## config.mk

```make
export PLATFORM = sky130hd
export DESIGN_NAME = alu_cmd_sequencer
export DESIGN_NICKNAME = d
export VERILOG_FILES = /design/src/rtl/alu_cmd_sequencer.sv
export SDC_FILE = /design/constraint.sdc
export NUM_CORES = 1
export LEC_CHECK = 0
export ABC_AREA = 0
export CAP_MARGIN = 0
export CORE_MARGIN = 4
export CORE_UTILIZATION = 40
export CTS_CLUSTER_DIAMETER = 200
export DETAILED_ROUTE_END_ITERATION = 7
export PLACE_DENSITY = 0.68
export SKIP_LAST_GASP = 1
export SLEW_MARGIN = 20
export SYNTH_ARGS = -nofsm -noshare
export SYNTH_HDL_FRONTEND = slang
export SYNTH_SLANG_ARGS = --single-unit
```

## constraint.sdc

```tcl
create_clock -name clk -period 2.7 [get_ports clk]
set_clock_uncertainty 0.05 [all_clocks]
set_input_delay 0.54 -clock clk [delete_from_list [all_inputs] [get_ports clk]]
set_output_delay 0.54 -clock clk [all_outputs]
set_load 0.1 [all_outputs]
```

## src/rtl/alu_cmd_sequencer.sv

```systemverilog
// Command sequencer for a 4-bit combinational ALU: queues requests, drives the ALU
// through registered operands, and returns tagged results with optional result chaining.
module alu_cmd_sequencer #(
   parameter int FIFO_DEPTH = 4,
   parameter int TAG_W      = 4
) (
   input  logic             clk,
   input  logic             rst_n,

   input  logic             cmd_valid,
   output logic             cmd_ready,
   input  logic [3:0]       cmd_opcode,
   input  logic [3:0]       cmd_a,
   input  logic [3:0]       cmd_b,
   input  logic             cmd_chain,

   output logic [3:0]       alu_opcode,
   output logic [3:0]       alu_a,
   output logic [3:0]       alu_b,
   input  logic [3:0]       alu_x,
   input  logic [3:0]       alu_y,

   output logic             rsp_valid,
   input  logic             rsp_ready,
   output logic [3:0]       rsp_x,
   output logic [3:0]       rsp_y,
   output logic [TAG_W-1:0] rsp_tag,

   output logic             busy
);

   localparam int PTR_W = $clog2(FIFO_DEPTH);
   localparam logic [PTR_W:0] CNT_FULL = (PTR_W+1)'(FIFO_DEPTH);

   typedef struct packed {
      logic [3:0]       opcode;
      logic [3:0]       a;
      logic [3:0]       b;
      logic             chain;
      logic [TAG_W-1:0] tag;
   } entry_t;

   typedef enum logic [1:0] {
      S_IDLE,
      S_DRIVE,
      S_SAMPLE,
      S_RESP
   } state_t;

   entry_t           fifo_mem_q [FIFO_DEPTH];
   logic [PTR_W-1:0] wr_ptr_q;
   logic [PTR_W-1:0] rd_ptr_q;
   logic [PTR_W:0]   count_q;
   logic [PTR_W:0]   count_d;
   logic [TAG_W-1:0] tag_cnt_q;
   logic [TAG_W-1:0] cur_tag_q;
   logic [3:0]       acc_q;
   state_t           state_q;

   entry_t           wr_entry;
   entry_t           head;
   logic             push;
   logic             pop;

   assign cmd_ready = (count_q != CNT_FULL);
   assign push      = cmd_valid && cmd_ready;
   assign pop       = (state_q == S_IDLE) && (count_q != '0);
   assign busy      = (state_q != S_IDLE) || (count_q != '0);

   assign wr_entry = '{opcode: cmd_opcode, a: cmd_a, b: cmd_b, chain: cmd_chain, tag: tag_cnt_q};
   assign head     = fifo_mem_q[rd_ptr_q];

   always_comb begin
      count_d = count_q;
      if (push && !pop) begin
         count_d = count_q + (PTR_W+1)'(1);
      end else if (!push && pop) begin
         count_d = count_q - (PTR_W+1)'(1);
      end
   end

   // Storage is left unreset; only the pointers and count define which entries are live.
   always_ff @(posedge clk) begin
      if (push) begin
         fifo_mem_q[wr_ptr_q] <= wr_entry;
      end
   end

   always_ff @(posedge clk or negedge rst_n) begin
      if (!rst_n) begin
         wr_ptr_q  <= '0;
         rd_ptr_q  <= '0;
         count_q   <= '0;
         tag_cnt_q <= '0;
      end else begin
         count_q <= count_d;
         if (push) begin
            wr_ptr_q  <= wr_ptr_q + PTR_W'(1);
            tag_cnt_q <= tag_cnt_q + TAG_W'(1);
         end
         if (pop) begin
            rd_ptr_q <= rd_ptr_q + PTR_W'(1);
         end
      end
   end

   always_ff @(posedge clk or negedge rst_n) begin
      if (!rst_n) begin
         state_q    <= S_IDLE;
         alu_opcode <= '0;
         alu_a      <= '0;
         alu_b      <= '0;
         cur_tag_q  <= '0;
         acc_q      <= '0;
         rsp_valid  <= 1'b0;
         rsp_x      <= '0;
         rsp_y      <= '0;
         rsp_tag    <= '0;
      end else begin
         case (state_q)
            S_IDLE: begin
               if (pop) begin
                  alu_opcode <= head.opcode;
                  alu_a      <= head.chain ? acc_q : head.a;
                  alu_b      <= head.b;
                  cur_tag_q  <= head.tag;
                  state_q    <= S_DRIVE;
               end
            end
            S_DRIVE: begin
               state_q <= S_SAMPLE;
            end
            S_SAMPLE: begin
               rsp_x     <= alu_x;
               rsp_y     <= alu_y;
               rsp_tag   <= cur_tag_q;
               acc_q     <= alu_x;
               rsp_valid <= 1'b1;
               state_q   <= S_RESP;
            end
            S_RESP: begin
               if (rsp_ready) begin
                  rsp_valid <= 1'b0;
                  state_q   <= S_IDLE;
               end
            end
            default: begin
               state_q <= S_IDLE;
            end
         endcase
      end
   end

endmodule

```

### Word level (Yosys, flattened, before mapping)

Memory sizes are Yosys's and may differ from the RTL's.
Cells that the tools add are included.

| word-level totals | value |
|---|---|
| input port bits | 25 |
| bits in writable memories | 68 |
| register bits | 42 |
| memories kept | 1 |
| logic and storage cells | 50 |
| output and inout port bits | 27 |

| cells by class | value |
|---|---|
| eq/ne operators | 6 |
| reductions and logical operators | 15 |
| add/sub/neg operators | 5 |
| muxes and demuxes | 10 |

Memories:

| name | words | bits a word | read ports | clocked after Yosys merged registers in | write ports | RTL line | RTL |
|---|---|---|---|---|---|---|---|
| fifo_mem_q | 4 | 17 | 1 | 0 | 1 | 50 | `entry_t fifo_mem_q [FIFO_DEPTH];` |

Operators by type and width:

| operator | number |
|---|---|
| 2-bit one-hot mux with 4 select lines | 1 |
| 3-bit two-way mux | 2 |
| 2-bit AND reduction | 3 |
| 2-bit nonzero test | 3 |
| 2-bit by 1-bit adder with 2-bit output, second input constant | 2 |
| 4-bit by 1-bit adder with 4-bit output, second input constant | 1 |
| 2-bit == test, second input constant | 2 |
| 1-bit logical AND | 4 |
| 2-bit two-way mux | 2 |
| 4-bit two-way mux | 1 |
| 2-bit != test, second input constant | 2 |
| 3-bit by 1-bit adder with 3-bit output, second input constant | 1 |
| 1-bit two-way mux | 3 |
| 3-bit != test, second input constant | 1 |
| 3-bit nonzero test | 1 |
| 3-bit by 1-bit subtractor with 3-bit output, second input constant | 1 |
| 2-bit by 1-bit == test with 1-bit output, second input constant | 1 |
| 1-bit logical NOT | 2 |
| 2-bit logical NOT | 1 |
| 1-bit one-hot mux with 2 select lines | 1 |
| 1-bit logical OR | 1 |

### Logic depth before layout (Yosys ltp)

Gate-level depths: netlist (run 1).

| logic depth | value |
|---|---|
| depth after elaboration | 6 |
| depth in mapped cells | 10 |

### Least setup slack after synthesis (run 1)

No wires, ideal clock.

| timing path | value |
|---|---|
| path type | reg-to-reg |
| start point | register count_q[1] |
| end point | register count_q[1] |
| path buffers | 2 |
| path slack | 0.157 ns |
| data arrival time | 2.369 ns |
| stages on the path, launching flop included | 9 |
| clock period less this slack | 2.543 ns |
| required time | 2.525 ns |
| cell sequence | dfrtp_1 or3b_1 buf_2 and2_1 buf_6 ha_1 inv_1 fa_1 mux2_2 |

| on the way | value |
|---|---|
| elaborated cells between the ends (all ways) | 13 |
| classes of those cells | add/sub: 2; eq/ne: 1; mux: 2; reduce/logical: 8 |

RTL lines:

| element | RTL line | RTL |
|---|---|---|
| start: declaration | 53 | `logic [PTR_W:0] count_q;` |
| start signal: assignment | 96 | `count_q <= count_d;` |
| 3-bit != test | 65 | `assign cmd_ready = (count_q != CNT_FULL);` |
| named net cmd_ready | 11 | `output logic cmd_ready,` |
| 1-bit logical AND | 66 | `assign push = cmd_valid && cmd_ready;` |
| named net push | 62 | `logic push;` |
| 1-bit logical AND | 75 | `if (push && !pop) begin` |
| 3-bit two-way mux | 75 |  |
| named net count_d[1] | 54 | `logic [PTR_W:0] count_d;` |

The timed path passes the listed nets, and every way through them passes these cells. The select of a mux whose other input is x is not followed.
A chain may end at the register's enable or synchronous reset.

### Worst setup path after layout (run 1)

| timing path | value |
|---|---|
| start point | register count_q[0] |
| end point | register count_q[1] |

| on the way | value |
|---|---|
| longest elaborated chain between the ends | 5 |
| elaborated cells between the ends (all ways) | 13 |
| classes of those cells | add/sub: 2; eq/ne: 1; mux: 2; reduce/logical: 8 |

RTL lines:

| element | RTL line |
|---|---|
| parallel branches: the longest is 4 deep, another holds 3-bit by 1-bit subtractor with 3-bit output | - |
| 3-bit two-way mux * | 75 |
| named net count_d[1] | 54 |

Mark *: on every way through the listed nets, which the timed path passes. The select of a mux whose other input is x is not followed.

==> flow_metrics.py, run 1 <==
metrics = {
    "status": {
        "status": "complete, no violations",
    },
    "clock_tree": {
        "tritoncts": "done",
        "cts_resized": 0,
        "ctsLongestPathBuffers": 2,
        "htree_levels": 3,
        "cts_buffers": 9,
        "postCtsSetupBuffers": 0,
        "postCtsHoldBufs": 1,
        "numClockSinks": 110,
        "cts_root_buf": "clkbuf_8",
        "clkTransAtPathRegs_ns": 0.09,
        "clock_latency_ns": 0.36,
    },
    "synthesis": {
        "syn_area_um2": 4280,
        "syn_nets": 256,
        "synth_cells": 221,
        "synth.avg_cell_area_um2": 19.4,
        "ys_warn_count": 0,
        "synth_cell_type_count": 28,
        "yosysSeqAreaShare": 0.723,
        "synth_seq_cells": 110,
    },
    "grt": {
        "overflow": 0,
        "antenna_found_initial": 0,
        "grt_pass1_vias": 2240,
        "grt_max_degree": 34,
        "grt_usage": 0.122,
        "grt_pass1_wl_um": 11700,
    },
    "worst_setup_path": {
        "setup.worst_path.end_class": "register",
        "required_ns": 2.90,
        "r2r_end": "count_q[1]$_DFFE_PN0P_",
        "arrival_ns": 2.49,
        "crit_path_cell_trace": "or3b_1, and2_1, ha_1, inv_1, fa_1, mux2_2",
        "cp-start-kind": "register",
        "path_buf_inv": 1,
        "crit_path_max_fanout": 8,
        "critical_path.max_stage_delay_ns": 0.49,
        "reg2reg_from": "count_q[0]$_DFFE_PN0P_",
        "worstSetupPathType": "reg -> reg",
        "critical_path.slowest_cell": "or3b_1",
        "r2r_cells": 6,
        "critPathTopFamily": "simple AND/OR/NAND/NOR gates",
        "r2r_setup_slack_ns": 0.41,
    },
    "timing": {
        "fmax_ghz": 0.437,
        "slew_headroom": 0.533,
        "tightest_slew_ns": 0.700,
        "setup_viol": 0,
        "tns_ns": 0,
        "final_max_slew_viol_count": 0,
        "final.period_utilization": 0.848,
        "min_period_ns": 2.29,
        "hold_slack_ns": 0.433,
        "hold_viol": 0,
        "rsz0062_at_grt": "false",
    },
    "min_path": {
        "hold_path_class": "reg -> reg",
        "hold_depth": 2,
        "hold-path-endpoint": "alu_a[2]$_DFFE_PN0P_",
        "min_from": "alu_a[2]$_DFFE_PN0P_",
    },
    "floorplanning": {
        "start_util": 0.412,
        "core_area_um2": 10400,
        "ioPinCount": 52,
        "design.die.area_um2": 12400,
        "rows": 37,
        "die-height_um": 111,
        "die_w_um": 111,
    },
    "cells_and_area": {
        "layout_common_cells": "edfxtp_1 (68), dfrtp_1 (42), buf_4 (36), mux2_2 (26), clkdlybuf4s50_1 (23)",
        "stdcell_count": 426,
        "mostFrequentLayoutCell": "edfxtp_1",
        "nets": 320,
        "fillCellCount": 880,
        "n_antenna_cell": 0,
        "drive_gt1_frac": 0.338,
        "fin_util": 0.497,
        "area_growth_pct": 20.4,
    },
    "place": {
        "dp_hpwl_um": 4670,
        "io_buffer_count": 51,
        "gp_congestion": 0.676,
        "place_inst": 409,
    },
    "drt": {
        "drtIter0Drc": 81,
        "wire_per_inst_um": 16.8,
        "num_vias": 2073,
        "vias_per_cell": 4.87,
        "drc": 0,
        "dr.pass1.iters": 4,
        "ant_nets": 0,
        "wl_um": 7140,
    },
    "run": {
        "drv_cap": 0,
    },
}
metrics by stage:
step / cell area, um2 / setup WS [ns]
after CTS: 5150 / 0.389
after floorplan: 4280 / 0.157
after global routing: 5150 / 0.285
after detailed placement: 4930 / 0.254
after global placement: 4930 / 0.315
final: 5150 / 0.409
worst reg2reg max path, delay by kind of cell, from the launching register on:
| kind | cells | cell delay (ns) |
|---|---|---|
| adder cells (fa/ha/maj) | 2 | 0.61 |
| buffers and inverters | 1 | 0.07 |
| flip-flops | 1 | 0.48 |
| multiplexers | 1 | 0.27 |
| AND/OR/NAND/NOR | 2 | 0.71 |
area by class of cell:
type                    count  area (um2)  share of cell area
inverters                   7        26.3             0.00510
well taps                 136         170              0.0330
repair buffers             62         536               0.104
clock inverters             5        75.1              0.0146
flip-flops and latches    110        3090               0.601
multi-input cells          95        1120               0.217
clock buffers              11         131              0.0255
worst max path at each step:
stage,end,slack (ns),startpoint,depth (start not counted)
6_report,count_q[1]$_DFFE_PN0P_,0.41,count_q[0]$_DFFE_PN0P_,6
3_3_place_gp,count_q[2]$_DFFE_PN0P_,0.32,cmd_valid,8
4_1_cts,count_q[1]$_DFFE_PN0P_,0.39,count_q[1]$_DFFE_PN0P_,6
5_1_grt,count_q[1]$_DFFE_PN0P_,0.29,count_q[0]$_DFFE_PN0P_,6
2_1_floorplan,count_q[1]$_DFFE_PN0P_,0.16,count_q[1]$_DFFE_PN0P_,8
3_5_place_dp,count_q[2]$_DFFE_PN0P_,0.25,cmd_valid,8
routing by layer:
| layer | share of wire | GRT usage | up-vias |
|---|---|---|---|
| met5 | 0 | 0 | - |
| met4 | 0.018 | 0.0584 | 0 |
| met3 | 0.024 | 0.0201 | 11 |
| met2 | 0.53 | 0.211 | 28 |
| met1 | 0.43 | 0.149 | 1071 |
| li1 | - | - | 963 |
kinds of logic after synthesis:
group	share of synthesized area
flops	0.723
compound gates	0.0114
mux	0.174
buf+inv	0.0187
xor+xnor	0.0184
fa+ha+maj	0.0310
simple gates	0.0228
synthesized netlist by cell type:
cell type	n	area (um2)
nor2b_1	1	6.26
or3b_1	1	8.76
mux2i_1	4	40.0
clkbuf_1	2	7.51
mux4_2	17	383
and3_1	5	31.3
o31ai_1	1	7.51
xor2_1	4	35.0
buf_2	4	20.0
ha_1	9	113
and2_1	1	6.26
fa_1	1	20.0
buf_4	2	15.0
xnor2_1	5	43.8
buf_6	1	11.3
edfxtp_1	68	2040
mux2_2	26	293
o32a_1	1	10.0
mux2_4	2	30.0
o22ai_1	1	6.26
a21oi_1	1	5.00
inv_1	7	26.3
nor3_1	1	5.00
nand3_1	2	10.0
dfrtp_1	42	1050
nand2_1	5	18.8
nor2_1	3	11.3
o21ai_0	4	20.0
flip-flops by register name, summed over array words and instances (netlist names):
register and count:
rsp_y 4, count_q 3, wr_ptr_q 2, rsp_valid 1
alu_b 4, rsp_tag 4, fifo_mem_q 68, rd_ptr_q 2
state_q 2, cur_tag_q 4, alu_opcode 4, alu_a 4
tag_cnt_q 4, acc_q 4
Power of run 1 is not shown: default switching activity piles up to over one toggle a cycle in this logic, so the estimate is an artifact.
==> run 2, diff against run 1 <==
PLACE_DENSITY = 0.7   (was 0.68)
clock period = 1.83 ns   (was 2.7 ns; I/O delays follow)
==> run 2 against run 1 <==
The flow now finishes with violations (negative setup slack). Die area is the same. Design area grew 11%. Wire length increased by 3.0%. Critical path type unchanged. Utilization is 5.2 points higher. Fmax rose by 15%. Highest routed layer unchanged. Via count rose by 3.6%. Cell count rose by 3.5%.
==> flow_metrics.py, run 2 (same netlist as run 1, synthesis figures left out) <==
metrics = {
    "status": {
        "status": "complete, but fails checks",
        "violations": "negative setup slack",
    },
    "clock_tree": {
        "numClockSinks": 110,
        "htree_levels": 3,
        "cts_buffers": 9,
        "ctsLongestPathBuffers": 2,
        "clkTransAtPathRegs_ns": 0.09,
        "tritoncts": "done",
        "clock_latency_ns": 0.36,
        "cts_root_buf": "clkbuf_8",
    },
    "floorplanning": {
        "die_w_um": 111,
        "die-height_um": 111,
        "design.die.area_um2": 12400,
        "rows": 37,
        "ioPinCount": 52,
        "core_area_um2": 10400,
        "start_util": 0.412,
    },
    "drt": {
        "drtIter0Drc": 172,
        "wl_um": 7350,
        "dr.pass1.iters": 4,
        "ant_nets": 0,
        "wire_per_inst_um": 16.7,
        "vias_per_cell": 4.87,
        "drc": 0,
        "num_vias": 2148,
    },
    "run": {
        "drv_cap": 0,
    },
    "worst_setup_path": {
        "worstSetupPathType": "reg -> reg",
        "cp-start-kind": "register",
        "arrival_ns": 2.19,
        "crit_path_max_fanout": 2,
        "required_ns": 2.03,
        "setup.worst_path.end_class": "register",
    },
    "timing": {
        "min_period_ns": 1.99,
        "fmax_ghz": 0.503,
        "rsz0062_at_grt": "true",
        "tightest_slew_ns": 0.678,
        "hold_viol": 0,
        "setup_viol": 4,
        "slew_headroom": 0.548,
        "worst_slack_ns": -0.158,
        "final.period_utilization": 1.09,
        "final_max_slew_viol_count": 0,
    },
    "cells_and_area": {
        "layout_common_cells": "edfxtp_1 (68), dfrtp_1 (42), buf_12 (33), mux2_2 (26), clkdlybuf4s50_1 (23)",
        "drive_gt1_frac": 0.390,
        "largest_reg_flops": 68,
        "n_antenna_cell": 0,
        "area_growth_pct": 33.1,
        "nets": 335,
        "stdcell_area_um2": 5690,
        "mostFrequentLayoutCell": "edfxtp_1",
        "stdcell_count": 441,
        "regMostFlops": "fifo_mem_q",
    },
    "grt": {
        "grt_pass1_vias": 2355,
        "grt_usage": 0.127,
        "overflow": 0,
        "grt_max_degree": 26,
        "antenna_found_initial": 0,
        "grt_pass1_wl_um": 12300,
    },
    "place": {
        "dp_hpwl_um": 4960,
        "io_buffer_count": 51,
        "placed_cell_area_um2": 5440,
        "place_inst": 421,
        "gp_congestion": 0.638,
    },
    "min_path": {
        "hold_path_class": "in -> async",
    },
}
-- run 2: cell count changes in the layout (fill, tap and decap cells not counted), sizes merged --
cell	delta
bufinv	-1
clkbuf	+1
buf	+15
-- run 2: worst max-delay path, cell delays in order (launching register included) --
cell     delay, ns
dfrtp_1       0.38
or3b_4        0.41
and2_4        0.16
ha_4          0.15
inv_2         0.05
fa_2          0.42
mux2_2        0.26
-- run 2: final timing paths --
| kind | to | start | cells past startpoint | slack (ns) |
|---|---|---|---|---|
| max in group asynchronous | tag_cnt_q[0]$_DFFE_PN0P_ | rst_n | 3 | 0.79 |
| max reg2reg | count_q[1]$_DFFE_PN0P_ | count_q[1]$_DFFE_PN0P_ | 6 | -0.16 |
| min reg2reg | rsp_tag[2]$_DFFE_PN0P_ | cur_tag_q[2]$_DFFE_PN0P_ | 1 | 0.46 |
| max | count_q[1]$_DFFE_PN0P_ | count_q[1]$_DFFE_PN0P_ | 6 | -0.16 |
| min in group clk | rsp_tag[2]$_DFFE_PN0P_ | cur_tag_q[2]$_DFFE_PN0P_ | 1 | 0.46 |
| min | rsp_y[0]$_DFFE_PN0P_ | rst_n | 2 | 0.43 |
-- run 2: through the flow --
stage / setup WS, ns / hold slack (ns) / utilization / setup TNS, ns
after detailed placement: -0.341 / 0.298 / 0.525 / -0.575
after global routing: -0.238 / 0.467 / 0.549 / -0.723
after CTS: -0.164 / 0.427 / 0.546 / -0.601
after global placement: -0.232 / 0.292 / 0.525 / -0.409
after floorplan: -0.462 / 0.0204 / - / -0.880
final: -0.158 / 0.430 / 0.549 / -0.360
-- run 2: final cells by class --
| class | instances | area, um2 |
|---|---|---|
| clock buffer | 12 | 145 |
| clock inverter | 4 | 47.5 |
| fill | 824 | 4680 |
| inverter | 7 | 26.3 |
| multi-input combinational | 95 | 1150 |
| sequential | 110 | 3090 |
| tap | 136 | 170 |
| timing repair buffer | 77 | 1060 |
-- run 2: per-layer routing --
metal | global-route usage | part of all wire
met1 | 0.153 | 0.40
met2 | 0.226 | 0.55
met3 | 0.0207 | 0.033
met4 | 0.0560 | 0.014
met5 | 0 | 0
-- run 2: repair_timing --
| action | CTS | global route |
|---|---|---|
| gates resized for setup | 3 | 4 |
| setup buffers | 1 | 3 |
| pin swaps | 6 | 5 |
| hold buffers | 1 | 0 |
| setup endpoints to repair | 4 | 16 |
| hold endpoints to repair | 17 | 0 |
Power of run 2 is left out for the same reason.
